$ cat src/rtl/pipe_hazard_ctrl.sv
// rtl/pipe_hazard_ctrl.sv - stall, flush and forwarding control for a 5-stage in-order pipeline
module pipe_hazard_ctrl #(
  parameter int REG_AW   = 5,
  parameter int MD_LAT   = 4,
  parameter int STALL_CW = 16
) (
  input  logic                Clk,
  input  logic                Reset_n,
  input  logic [REG_AW-1:0]   id_rs,
  input  logic [REG_AW-1:0]   id_rt,
  input  logic                id_use_rs,
  input  logic                id_use_rt,
  input  logic [REG_AW-1:0]   id_dst,
  input  logic                id_regw,
  input  logic                id_memr,
  input  logic                id_md,
  input  logic                redirect,
  output logic                pc_we,
  output logic                ifid_we,
  output logic                ifid_flush,
  output logic                idex_flush,
  output logic                exmem_flush,
  output logic [1:0]          fwd_a,
  output logic [1:0]          fwd_b,
  output logic                fwd_c,
  output logic                fwd_d,
  output logic                md_busy,
  output logic [STALL_CW-1:0] stall_count
);

  localparam logic [3:0] MdInit = 4'(MD_LAT - 1);

  logic                exValid, exRegw, exMemr, exMd;
  logic [REG_AW-1:0]   exDst, exRs, exRt;
  logic                memValid, memRegw;
  logic [REG_AW-1:0]   memDst;
  logic                wbValid, wbRegw;
  logic [REG_AW-1:0]   wbDst;
  logic [3:0]          busyCnt;
  logic [STALL_CW-1:0] stallCnt;
  logic                mdBusy, loadUse;

  function automatic logic hit(input logic v, input logic w,
                               input logic [REG_AW-1:0] d, input logic [REG_AW-1:0] s);
    return v && w && (d != '0) && (d == s);
  endfunction

  assign mdBusy  = exValid && exMd && (busyCnt != 4'd0);
  assign loadUse = exValid && exMemr && exRegw && (exDst != '0) &&
                   ((id_use_rs && (id_rs == exDst)) || (id_use_rt && (id_rt == exDst)));

  always_comb begin
    pc_we       = 1'b1;
    ifid_we     = 1'b1;
    ifid_flush  = 1'b0;
    idex_flush  = 1'b0;
    exmem_flush = 1'b0;
    // Held in the idle pattern while reset is low, whatever the ID inputs say.
    if (Reset_n) begin
      if (redirect) begin
        ifid_flush  = 1'b1;
        idex_flush  = 1'b1;
        exmem_flush = 1'b1;
      end else if (mdBusy) begin
        pc_we       = 1'b0;
        ifid_we     = 1'b0;
        exmem_flush = 1'b1;
      end else if (loadUse) begin
        pc_we      = 1'b0;
        ifid_we    = 1'b0;
        idex_flush = 1'b1;
      end
    end
  end

  assign fwd_a = hit(memValid, memRegw, memDst, exRs) ? 2'd2 :
                 hit(wbValid, wbRegw, wbDst, exRs)    ? 2'd1 : 2'd0;
  assign fwd_b = hit(memValid, memRegw, memDst, exRt) ? 2'd2 :
                 hit(wbValid, wbRegw, wbDst, exRt)    ? 2'd1 : 2'd0;
  assign fwd_c = hit(wbValid, wbRegw, wbDst, id_rs);
  assign fwd_d = hit(wbValid, wbRegw, wbDst, id_rt);
  assign md_busy     = mdBusy;
  assign stall_count = stallCnt;

  always_ff @(posedge Clk or negedge Reset_n) begin
    if (!Reset_n) begin
      exValid  <= 1'b0; exRegw <= 1'b0; exMemr <= 1'b0; exMd <= 1'b0;
      exDst    <= '0;   exRs   <= '0;   exRt   <= '0;
      memValid <= 1'b0; memRegw <= 1'b0; memDst <= '0;
      wbValid  <= 1'b0; wbRegw  <= 1'b0; wbDst  <= '0;
      busyCnt  <= 4'd0;
      stallCnt <= '0;
    end else begin
      if (!pc_we && (stallCnt != '1))
        stallCnt <= stallCnt + 1'b1;

      if (redirect) begin
        exValid  <= 1'b0; exRegw <= 1'b0; exMemr <= 1'b0; exMd <= 1'b0;
        exDst    <= '0;   exRs   <= '0;   exRt   <= '0;
        memValid <= 1'b0; memRegw <= 1'b0; memDst <= '0;
        wbValid  <= memValid; wbRegw <= memRegw; wbDst <= memDst;
        busyCnt  <= 4'd0;
      end else if (mdBusy) begin
        // EX holds the multi-cycle op; a bubble drains into MEM behind it.
        memValid <= 1'b0; memRegw <= 1'b0; memDst <= '0;
        wbValid  <= memValid; wbRegw <= memRegw; wbDst <= memDst;
        busyCnt  <= busyCnt - 4'd1;
      end else begin
        wbValid  <= memValid; wbRegw  <= memRegw; wbDst  <= memDst;
        memValid <= exValid;  memRegw <= exRegw;  memDst <= exDst;
        if (loadUse) begin
          exValid <= 1'b0; exRegw <= 1'b0; exMemr <= 1'b0; exMd <= 1'b0;
          exDst   <= '0;   exRs   <= '0;   exRt   <= '0;
          busyCnt <= 4'd0;
        end else begin
          exValid <= 1'b1;      exRegw <= id_regw; exMemr <= id_memr; exMd <= id_md;
          exDst   <= id_dst;    exRs   <= id_rs;   exRt   <= id_rt;
          busyCnt <= id_md ? MdInit : 4'd0;
        end
      end
    end
  end

endmodule

$ cat config.mk
export PLATFORM = sky130hd
export DESIGN_NAME = pipe_hazard_ctrl
export DESIGN_NICKNAME = d
export VERILOG_FILES = /design/src/rtl/pipe_hazard_ctrl.sv
export SDC_FILE = /design/constraint.sdc
export NUM_CORES = 1
export LEC_CHECK = 0
export ABC_AREA = 1
export CAP_MARGIN = 20
export CORE_AREA = 2 2 91 93
export DETAILED_ROUTE_END_ITERATION = 12
export DIE_AREA = 0 0 93 95
export GPL_ROUTABILITY_DRIVEN = 0
export PLACE_DENSITY = 0.71
export RECOVER_POWER = 100
export SETUP_SLACK_MARGIN = 0.5
export SLEW_MARGIN = 20
export SYNTH_ARGS = -nofsm -noshare
export SYNTH_HDL_FRONTEND = slang
export SYNTH_SLANG_ARGS = --single-unit
export TNS_END_PERCENT = 10
$ cat constraint.sdc
create_clock -name Clk -period 1.7 [get_ports Clk]
set_input_delay 0.34 -clock Clk [delete_from_list [all_inputs] [get_ports Clk]]
set_output_delay 0.34 -clock Clk [all_outputs]
set_load 0.1 [all_outputs]
# Word-level counts from Yosys, hierarchy flattened
# Index checks and enable logic that the tools add are counted.
dict set report op_classes {
  n_addsub 2
  n_eq_ne 10
  muxes 47
  reduce_logical 25
}
# operator count
set op_table {}
lappend op_table {{2-to-1 mux 5 bit} 11}
lappend op_table {{== test 5 bit} 8}
lappend op_table {{2-to-1 mux 1 bit} 30}
lappend op_table {{logical AND 1 bit} 19}
lappend op_table {{adder 16 x 1 -> 16 bit, second input constant} 1}
lappend op_table {{inequality test 16 bit, second input constant} 1}
lappend op_table {{nonzero test 5 bit} 3}
lappend op_table {{2-to-1 mux 2 bit} 4}
lappend op_table {{2-to-1 mux 4 bit} 2}
lappend op_table {{nonzero test 4 bit} 1}
lappend op_table {{subtractor 4 x 1 -> 4 bit, second input constant} 1}
lappend op_table {{inequality test 2 bit, second input constant} 1}
lappend op_table {{zero test 1 bit} 1}
lappend op_table {{logical OR 1 bit} 1}
dict set report totals {
  ff_bits 53
  in_bits 23
  output_inout_bits 28
  elab_cells 99
}

# Longest topological paths before layout
# Gate-level depths: netlist of run 1.
dict set report depth {
  depth_word 10
  ltp_mapped 12
  depth_no_buf 11
}

# Worst setup path after synthesis of run 1
# OpenSTA, ideal clock, no wires.
dict set report synth_timing {
  kind {register to output}
  from {reg memDst[3]}
  to {out fwd_a[0]}
  arrival_ns 5.460
  required_time_ns 1.360
  setup_slack_ns -4.100
  path_stages_with_launch 4
  path_buffers 0
  path_cell_list {dfrtp_1 xor2_1 nor4_1 nor3_1}
}
dict set report synth_via {
  elab_chain_cells 4
  elab_cells_between_ends 5
  classes_between {eq/ne: 1; mux: 1; reduce/logical: 3}
}
# item line
set synth_rtl {}
lappend synth_rtl {{start: declaration} 36} ;# logic [REG_AW-1:0] memDst;
lappend synth_rtl {{start signal: assignment} 110} ;# memValid <= exValid; memRegw <= exRegw; memDst <= exDst;
lappend synth_rtl {{nonzero test 5 bit} 45} ;# return v && w && (d != '0) && (d == s);
lappend synth_rtl {{logical AND 1 bit} 45}
lappend synth_rtl {{logical AND 1 bit *} 45}
lappend synth_rtl {{2-to-1 mux 2 bit *} 76} ;# assign fwd_a = hit(memValid, memRegw, memDst, exRs) ? 2'd2 :
lappend synth_rtl {{end: declaration} 23} ;# output logic [1:0] fwd_a,
# Every way passes the cells marked *; elsewhere a longest branch is shown, timed or not.

# Worst setup path in the final report of run 1
dict set report layout_timing {
  from {reg wbDst[3]}
  to {out fwd_a[0]}
}
dict set report layout_via {
  elab_chain_cells 5
  elab_cells_between_ends 6
  classes_between {eq/ne: 1; mux: 2; reduce/logical: 3}
}
# item line
set layout_rtl {}
lappend layout_rtl {{start: declaration} 38} ;# logic [REG_AW-1:0] wbDst;
lappend layout_rtl {{start signal: assignment} 101} ;# wbValid <= memValid; wbRegw <= memRegw; wbDst <= memDst;
lappend layout_rtl {{start signal: assignment} 106} ;# wbValid <= memValid; wbRegw <= memRegw; wbDst <= memDst;
lappend layout_rtl {{start signal: assignment} 109} ;# wbValid <= memValid; wbRegw <= memRegw; wbDst <= memDst;
lappend layout_rtl {{nonzero test 5 bit} 45}
lappend layout_rtl {{logical AND 1 bit} 45}
lappend layout_rtl {{logical AND 1 bit *} 45}
lappend layout_rtl {{2-to-1 mux 1 bit *} 77} ;# hit(wbValid, wbRegw, wbDst, exRs) ? 2'd1 : 2'd0;
lappend layout_rtl {{2-to-1 mux 2 bit *} 76}
# Marked as above.

==> results of run 1 <==
## worst max-delay path by stage
stage,slack [ns],to,start,cells past startpoint
floorplan,-0.79,fwd_a[0],memDst[3],3
global placement,-0.49,idex_flush,id_rt[1],10
detailed placement,-0.49,idex_flush,id_rt[1],10
CTS,-0.37,fwd_a[0],memDst[2],7
global route,-0.43,fwd_a[0],wbDst[3],5
finish,-0.34,fwd_a[0],wbDst[3],5
## cells in the final DEF (no fill, tap or decap), types with 6 or more instances in the layout
master / Yosys / routed
inv_2: 9 / 11
nand4_1: 20 / 20
xnor2_2: 0 / 8
xnor2_1: 18 / 10
nand2_1: 126 / 122
dfrtp_1: 53 / 46
nor2_2: 4 / 11
dlygate4sd2_1: 0 / 11
clkdlybuf4s50_1: 0 / 10
xor2_1: 17 / 13
buf_4: 3 / 42
clkbuf_8: 0 / 6
clkbuf_4: 0 / 11
buf_6: 0 / 20
nand3_1: 27 / 21
buf_12: 1 / 18
nor2_1: 43 / 31
inv_1: 36 / 33
dfrtp_2: 0 / 7
## stage by stage
step	setup WS [ns]	power, mW	hold slack, ns
3_5_place_dp	-0.487	2.21	0.357
6_report	-0.345	3.13	0.264
3_3_place_gp	-0.490	2.18	0.363
2_1_floorplan	-0.793	1.86	0.0444
5_1_grt	-0.430	3.27	0.315
4_1_cts	-0.372	3.18	0.0126
## sequential cells by signal, summed over array words and instances, names as in the netlist, 4 cells and up
signal / flops
exRt: 5
wbDst: 5
stall_count: 16
busyCnt: 4
exRs: 5
exDst: 5
memDst: 5
## final cells by class
class	instances	area (sq um)	area share, %
multi-input cells	284	1790	37.4
flip-flops and latches	53	1340	27.9
repair buffers	120	1240	25.9
inverters	45	171	3.59
well taps	105	131	2.75
clock buffers	6	82.6	1.73
clock inverters	2	37.5	0.785
## kinds of logic after synthesis
kind of cell / Yosys count
and+or+nand+nor: 239
buffers and inverters: 59
DFF: 53
xor gates and xnor gates: 35
AOI/OAI and AO/OA: 7
adders and majority gates: 3
## critical path, cell delays in order, from the launching register on
cell and delay [ns]:
dfrtp_1 0.45, buf_4 0.17, xnor2_1 0.18, nand3_1 0.17, nor3_4 0.24, buf_12 0.20
## where the power goes
| part | internal, mW | total, mW | switching [mW] |
|---|---|---|---|
| Sequential | 1.33 | 1.40 | 0.0712 |
| Combinational | 0.327 | 0.817 | 0.490 |
| Clock | 0.479 | 0.913 | 0.434 |
## timing repair
item,4_1_cts,5_1_grt
resized for setup,58,34
pin swaps,25,18
buffers inserted,12,4
endpoints found under the setup margin,74,74
## metal layers
metal / vias to the layer above / part of all wire (%)
met4: 0 / 1.9
met3: 18 / 4.2
met1: 1407 / 41
met5: - / 0
met2: 76 / 53
li1: 1456 / -
==> metrics.txt, run 1 <==
outcome finished, violations left; violated checks negative setup slack; Reg2Reg Setup Slack -0.17 ns; cell taking the most area after synthesis dfrtp_1; LEAKAGE 2.34 nW; GRT Residual Overflow 0; met1 Resource Use GR 24.2%; Worst Reg-to-Reg Cells 10; Synth Flop Type dfrtp_1; top cells by area, synth dfrtp_1, nand2_1, nor2_1; detailed-route via count 2,957; Synth Area in Adders 1.23%; initial antenna violation count 0; Core Footprint 7930 sq um; first-pass GRT wire length 14,300 microns; required time of the critical path 1.36 ns; Die W 93 microns; Routed Wire Length 8460 microns; final non-filler cell total 615; Antenna Cells 0; Max Freq 489 MHz; HP Class in2async; worst vdd ir 0.000755 V; Post-DP HPWL 6210 microns; met2 Track Usage GR 38.0%; GRT met3 Usage 2.79%; via/cell ratio 4.81; Clock Sinks 53; synth cell count leaders nand2_1, dfrtp_1, nor2_1; io pins 51; CTS Hold Bufs 0; Final Cycle Share 120%; Rows 33; GR peak layer met2; CP Capture Type output pin; post-synth cell types 25; share of cells above drive strength 1 35.3%; number of global-route vias before repair 3,120; Initial Util 38.4%; Core Util, Final 60.3%; largest net degree at the start of global routing 45; reg2reg end exDst[3]; sequential element share of the synthesized area 43.6%; syn_area_per_cell 7.69 sq um; die area 8840 sq um; Slew Limit Fails 0; Syn-to-layout area delta 57.0%; endpoints failing setup 47; root buffer cell clkbuf_8; worst skew pair latency 0.31 ns; RSZ-0062 raised after global routing yes; Synth Cell Area 3040 sq um; Final ANT Viol Nets 0; largest family of logic cells by synthesized area simple AND/OR/NAND/NOR gates; #FFs+latches synth 53; Die Height 95 microns; Detailed Routing Iterations Pass 1 4; Reg clk slew, reported paths 0.10 ns; most common cell in the netlist nand2_1; Post-synth EDFFs 0; cts bufs inserted 5; Post-Syn Nets 422; post-synth top area share 43.6%; CTS max path bufs 2; Worst Skew 0.00775 ns; power per cell area 654 nW/um^2; Critical Path Start Type flop; WL/cell 13.8 microns; Tmin final 2.04 ns; CP max FO 3; Final WS setup -0.345 ns; relative slew slack 28.7%; Tightest Pin Transition 1.07 ns; TritonCTS clock tree done; max cap viols 0; Mapped Cells 396; Worst EP arrival 1.70 ns; Crit Path Category reg2out; I/O Buffers 50; Fin. Hold Viols 0; CTS H-tree lvls 2; Synthesis Warnings 0; # fillers 680; proportion of synthesized flip-flops having asynchronous set or reset 100%; Synth Area in Simple Gates 34.9%; setup total negative slack -5.77 ns; FF-to-FF Start busyCnt[1]; Design Area, Final 4780 sq um; DRC 0; initial drt markers 142; GRT Util Overall 20.6%; fin nets 535; post-synthesis mux area share 0%; XOR/XNOR Fraction of Synth Area 10.1%; complex-gate fraction of the synthesized area 1.56%; Placed Instance Area 4420 sq um; DP Cell Count 591
Power figures use the tool's default switching activity.
==> run 2, diff against run 1 <==
Settings changed: MAX_ROUTING_LAYER set to met4.
==> run 2 against run 1 <==
The run still ends with negative setup slack left; cell count is the same; largest cell class unchanged; first-iteration DRC count grew 0.70%; critical endpoint unchanged; via count grew 1.2%.
==> metrics.txt, run 2 (synthesis results as in run 1) <==
first-pass GRT wire length 14,300 microns; Detailed Routing Iterations Pass 1 4; violated checks negative setup slack; Core Footprint 7930 sq um; switch share 31.8%; GRT Util Overall 21.2%; sequential share of power 44.7%; Routed Wire Length 8450 microns; P_int 2.13 mW; WL/cell 13.7 microns; Worst Reg-to-Reg Cells 10; CP Capture Type output pin; Die Height 95 microns; Worst EP arrival 1.72 ns; Final WS setup -0.365 ns; Initial Util 38.4%; register area 1340 sq um; setup total negative slack -5.74 ns; Reg clk slew, reported paths 0.10 ns; CTS max path bufs 2; Worst Skew 0.00535 ns; DRC 0; critical path's largest stage delay 0.45 ns; Tmin final 2.06 ns; LEAKAGE 2.34 nW; CP Cell Sequence buf_4, xnor2_1, nand3_1, nor3_4, buf_12; worst skew pair latency 0.31 ns; initial drt markers 143; overall power 3.13 mW; CP max FO 3; Critical Path Start Type flop; via/cell ratio 4.87; endpoints failing setup 47; # fillers 680; commonest non-fill, non-tap cells in the layout nand2_1, dfrtp_1, buf_4; HP Class in2async; CTS Hold Bufs 0; slowest CP cell dfrtp_1; combinational share of power 26.1%; initial antenna violation count 0; area taken by multi-input logic gates 1790 sq um; io pins 51; max cap viols 0; CTS H-tree lvls 2; share of cells above drive strength 1 35.3%; Syn-to-layout area delta 57.0%; fin nets 535; outcome finished, violations left; worst vdd ir 0.000754 V; root buffer cell clkbuf_8; power per cell area 654 nW/um^2; Clock power frac 29.2%; FF-to-FF Start busyCnt[1]; reg2reg end exDst[3]; Final Cycle Share 121%; Die W 93 microns; Crit Path Category reg2out; Design Area, Final 4780 sq um; GRT Residual Overflow 0; relative slew slack 28.7%; Antenna Cells 0; Final ANT Viol Nets 0; die area 8840 sq um; Post-DP HPWL 6210 microns; Placed Instance Area 4420 sq um; Reg2Reg Setup Slack -0.18 ns; required time of the critical path 1.36 ns; Switch Pwr 0.995 mW; Tightest Pin Transition 1.07 ns; Slew Limit Fails 0; Rows 33; I/O Buffers 50; Fin Hold WS 0.260 ns; most common cell after layout, fill and taps aside nand2_1; RSZ-0062 raised after global routing yes; dpl ws -0.487 ns; Max Freq 484 MHz; Fin. Hold Viols 0; cts bufs inserted 5; TritonCTS clock tree done; Clock Sinks 53; detailed-route via count 2,992; max reg flops 16; number of global-route vias before repair 3,125; largest net degree at the start of global routing 45
[run 2: cell counts in the layout (fill, tap and decap cells not counted)]
Identical to the previous run, type by type.
[run 2: critical path: cells and delay by family (launching register included)]
family	cells	cell delay, ns
xor gates and xnor gates	1	0.19
and+or+nand+nor	2	0.41
buffers and inverters	2	0.37
DFF	1	0.45
[run 2: worst max-delay path by stage]
stage	start	end	slack, ns	depth (start not counted)
2_1_floorplan	memDst[3]	fwd_a[0]	-0.79	3
3_3_place_gp	id_rt[1]	idex_flush	-0.49	10
3_5_place_dp	id_rt[1]	idex_flush	-0.49	10
4_1_cts	memDst[2]	fwd_a[0]	-0.37	7
5_1_grt	wbDst[3]	fwd_a[0]	-0.43	5
6_report	wbDst[3]	fwd_a[0]	-0.36	5
[run 2: cell type report]
cell class / count / share of cell area [%]
flip-flops and latches: 53 / 27.9
repair buffers: 120 / 25.9
clock buffers: 6 / 1.73
multi-input cells: 284 / 37.4
well taps: 105 / 2.75
inverters: 45 / 3.59
clock inverters: 2 / 0.785
[run 2: per-stage QoR]
stage	cells	utilization (%)
5_1_grt	615	60.3
4_1_cts	611	60.7
3_5_place_dp	591	55.7
3_3_place_gp	591	55.7
6_report	615	60.3
2_1_floorplan	396	-
[run 2: power groups by stage]
stage / sequential (mW) / clock (mW) / combinational, mW
floorplan: 1.52 / 0 / 0.335
global placement: 1.41 / 0 / 0.775
detailed placement: 1.41 / 0 / 0.792
CTS: 1.39 / 0.940 / 0.850
global route: 1.40 / 0.991 / 0.884
finish: 1.40 / 0.913 / 0.816
[run 2: repair_timing]
action                                  4_1_cts  5_1_grt
pin swaps                                    25       18
endpoints found under the setup margin       74       74
setup buffers                                12        4
gates resized for setup                      58       34
[run 2: routing by layer]
metal	part of all wire [%]	global-route usage, %
met5	0	-
met4	1.9	8.09
met3	3.8	2.47
met2	53	37.9
met1	41	24.6
==> run 3, diff against run 2 <==
Settings changed: CORE_AREA 2 2 91 93 to 2 2 100 102, DIE_AREA 0 0 93 95 to 0 0 102 104, PLACE_DENSITY 0.71 to 0.62, TNS_END_PERCENT 10 to not set.
==> run 3 against run 2 <==
The run still ends with negative setup slack left; worst setup slack worse by 0.013 ns; routed wire length up 10%; via count up 3.0%; highest routed layer unchanged; fmax down 0.64%.
==> metrics.txt, run 3 (synthesis results as in run 1) <==
overall power 3.24 mW; Clock Sinks 53; Worst EP arrival 1.74 ns; Final WS setup -0.378 ns; endpoints failing setup 28; Die Height 104 microns; Rows 36; Reg2Reg Setup Slack -0.20 ns; Critical Path Start Type flop; Final ANT Viol Nets 0; Fin Hold WS 0.406 ns; detailed-route via count 3,083; root buffer cell clkbuf_8; commonest non-fill, non-tap cells in the layout nand2_1, buf_4, buf_12; via/cell ratio 4.73; share of cells above drive strength 1 50.5%; die area 10,600 sq um; Routed Wire Length 9320 microns; Placed Instance Area 4520 sq um; Core Footprint 9550 sq um; dpl ws -0.548 ns; outcome finished, violations left; I/O Buffers 50; Initial Util 31.9%; Core Util, Final 56.2%; Die W 102 microns; worst vdd ir 0.000490 V; relative slew slack 58.4%; io pins 51; Antenna Cells 0; Tightest Pin Transition 0.624 ns; max cap viols 0; GRT Residual Overflow 0; launch point of the worst path memDst[2]; CTS max path bufs 2; DRC 0; crit path to fwd_b[0]; Max Freq 481 MHz; Design Area, Final 5360 sq um; worst skew pair latency 0.31 ns; final non-filler cell total 652; Post-DP HPWL 6150 microns; Worst Reg-to-Reg Cells 14; Slew Limit Fails 0; Worst Skew 0.00968 ns; reg2reg end stall_count[4]; fin nets 544; TritonCTS clock tree done; most common cell after layout, fill and taps aside nand2_1; FF-to-FF Start exDst[4]; initial drt markers 127; Detailed Routing Iterations Pass 1 4; Reg clk slew, reported paths 0.10 ns; CTS Hold Bufs 0; DP Cell Count 601; Tmin final 2.08 ns; RSZ-0062 raised after global routing yes; Fin. Hold Viols 0; number of global-route vias before repair 3,139; setup total negative slack -5.12 ns; first-pass GRT wire length 15,400 microns; required time of the critical path 1.36 ns; WL/cell 14.3 microns; CP Capture Type output pin; Final Cycle Share 122%; GRT Util Overall 18.7%; violated checks negative setup slack; power per cell area 605 nW/um^2; largest net degree at the start of global routing 48; Syn-to-layout area delta 76.2%; CP max FO 4; HP Class in2async; LEAKAGE 2.45 nW; CTS H-tree lvls 2; cts bufs inserted 5; initial antenna violation count 0; max reg flops 16; Crit Path Category reg2out
run 3: cell types whose count changed in the layout (fill, tap and decap cells not counted), sizes merged:
cell	delta
dlygate4sd2	-1
nand4	+1
clkinv	+1
bufbuf	+1
inv	-1
clkbuf	-14
buf	+22
run 3: area by class of cell:
| cell class | instances | area, sq um |
|---|---|---|
| clock buffers | 6 | 72.6 |
| clock inverters | 2 | 35.0 |
| fillers | 822 | 4190 |
| inverters | 45 | 178 |
| multi-input cells | 285 | 2010 |
| flip-flops and latches | 53 | 1390 |
| well taps | 133 | 166 |
| repair buffers | 128 | 1510 |
run 3: per-layer routing:
metal  global-route usage, %  vias up  wire length [microns]
li1                        -     1487                      -
met1                    24.1     1505                   4010
met2                    31.2       72                   4860
met3                    2.55       19                    270
met4                    4.19        0                    182
met5                       -        -                      0
run 3: worst min-delay path by stage:
stage	endpoint	slack (ns)	cells after the start
3_3_place_gp	busyCnt[1]	0.34	2
5_1_grt	memValid	0.44	3
4_1_cts	exValid	0.03	3
3_5_place_dp	busyCnt[2]	0.34	2
2_1_floorplan	busyCnt[0]	0.04	0
6_report	exValid	0.41	3
run 3: power by group:
| group | leakage [nW] | internal (mW) | switching, mW |
|---|---|---|---|
| clock network | 0.0552 | 0.438 | 0.417 |
| logic | 1.73 | 0.430 | 0.530 |
| registers | 0.662 | 1.34 | 0.0895 |
run 3: worst max-delay path, cell delays in order, from the launching register on:
cell and delay, ns:
dfrtp_2 0.45, buf_4 0.15, nor3_2 0.13, nand2_2 0.10, nand3_4 0.10, nor4_4 0.05
buf_4 0.16, nor2_4 0.12, buf_12 0.18
run 3: timing repair:
action / 4_1_cts / 5_1_grt
setup endpoints to repair: 74 / 74
resized for setup: 100 / 37
setup buffers: 25 / 15
gates cloned: 3 / 0
pin swaps: 34 / 22
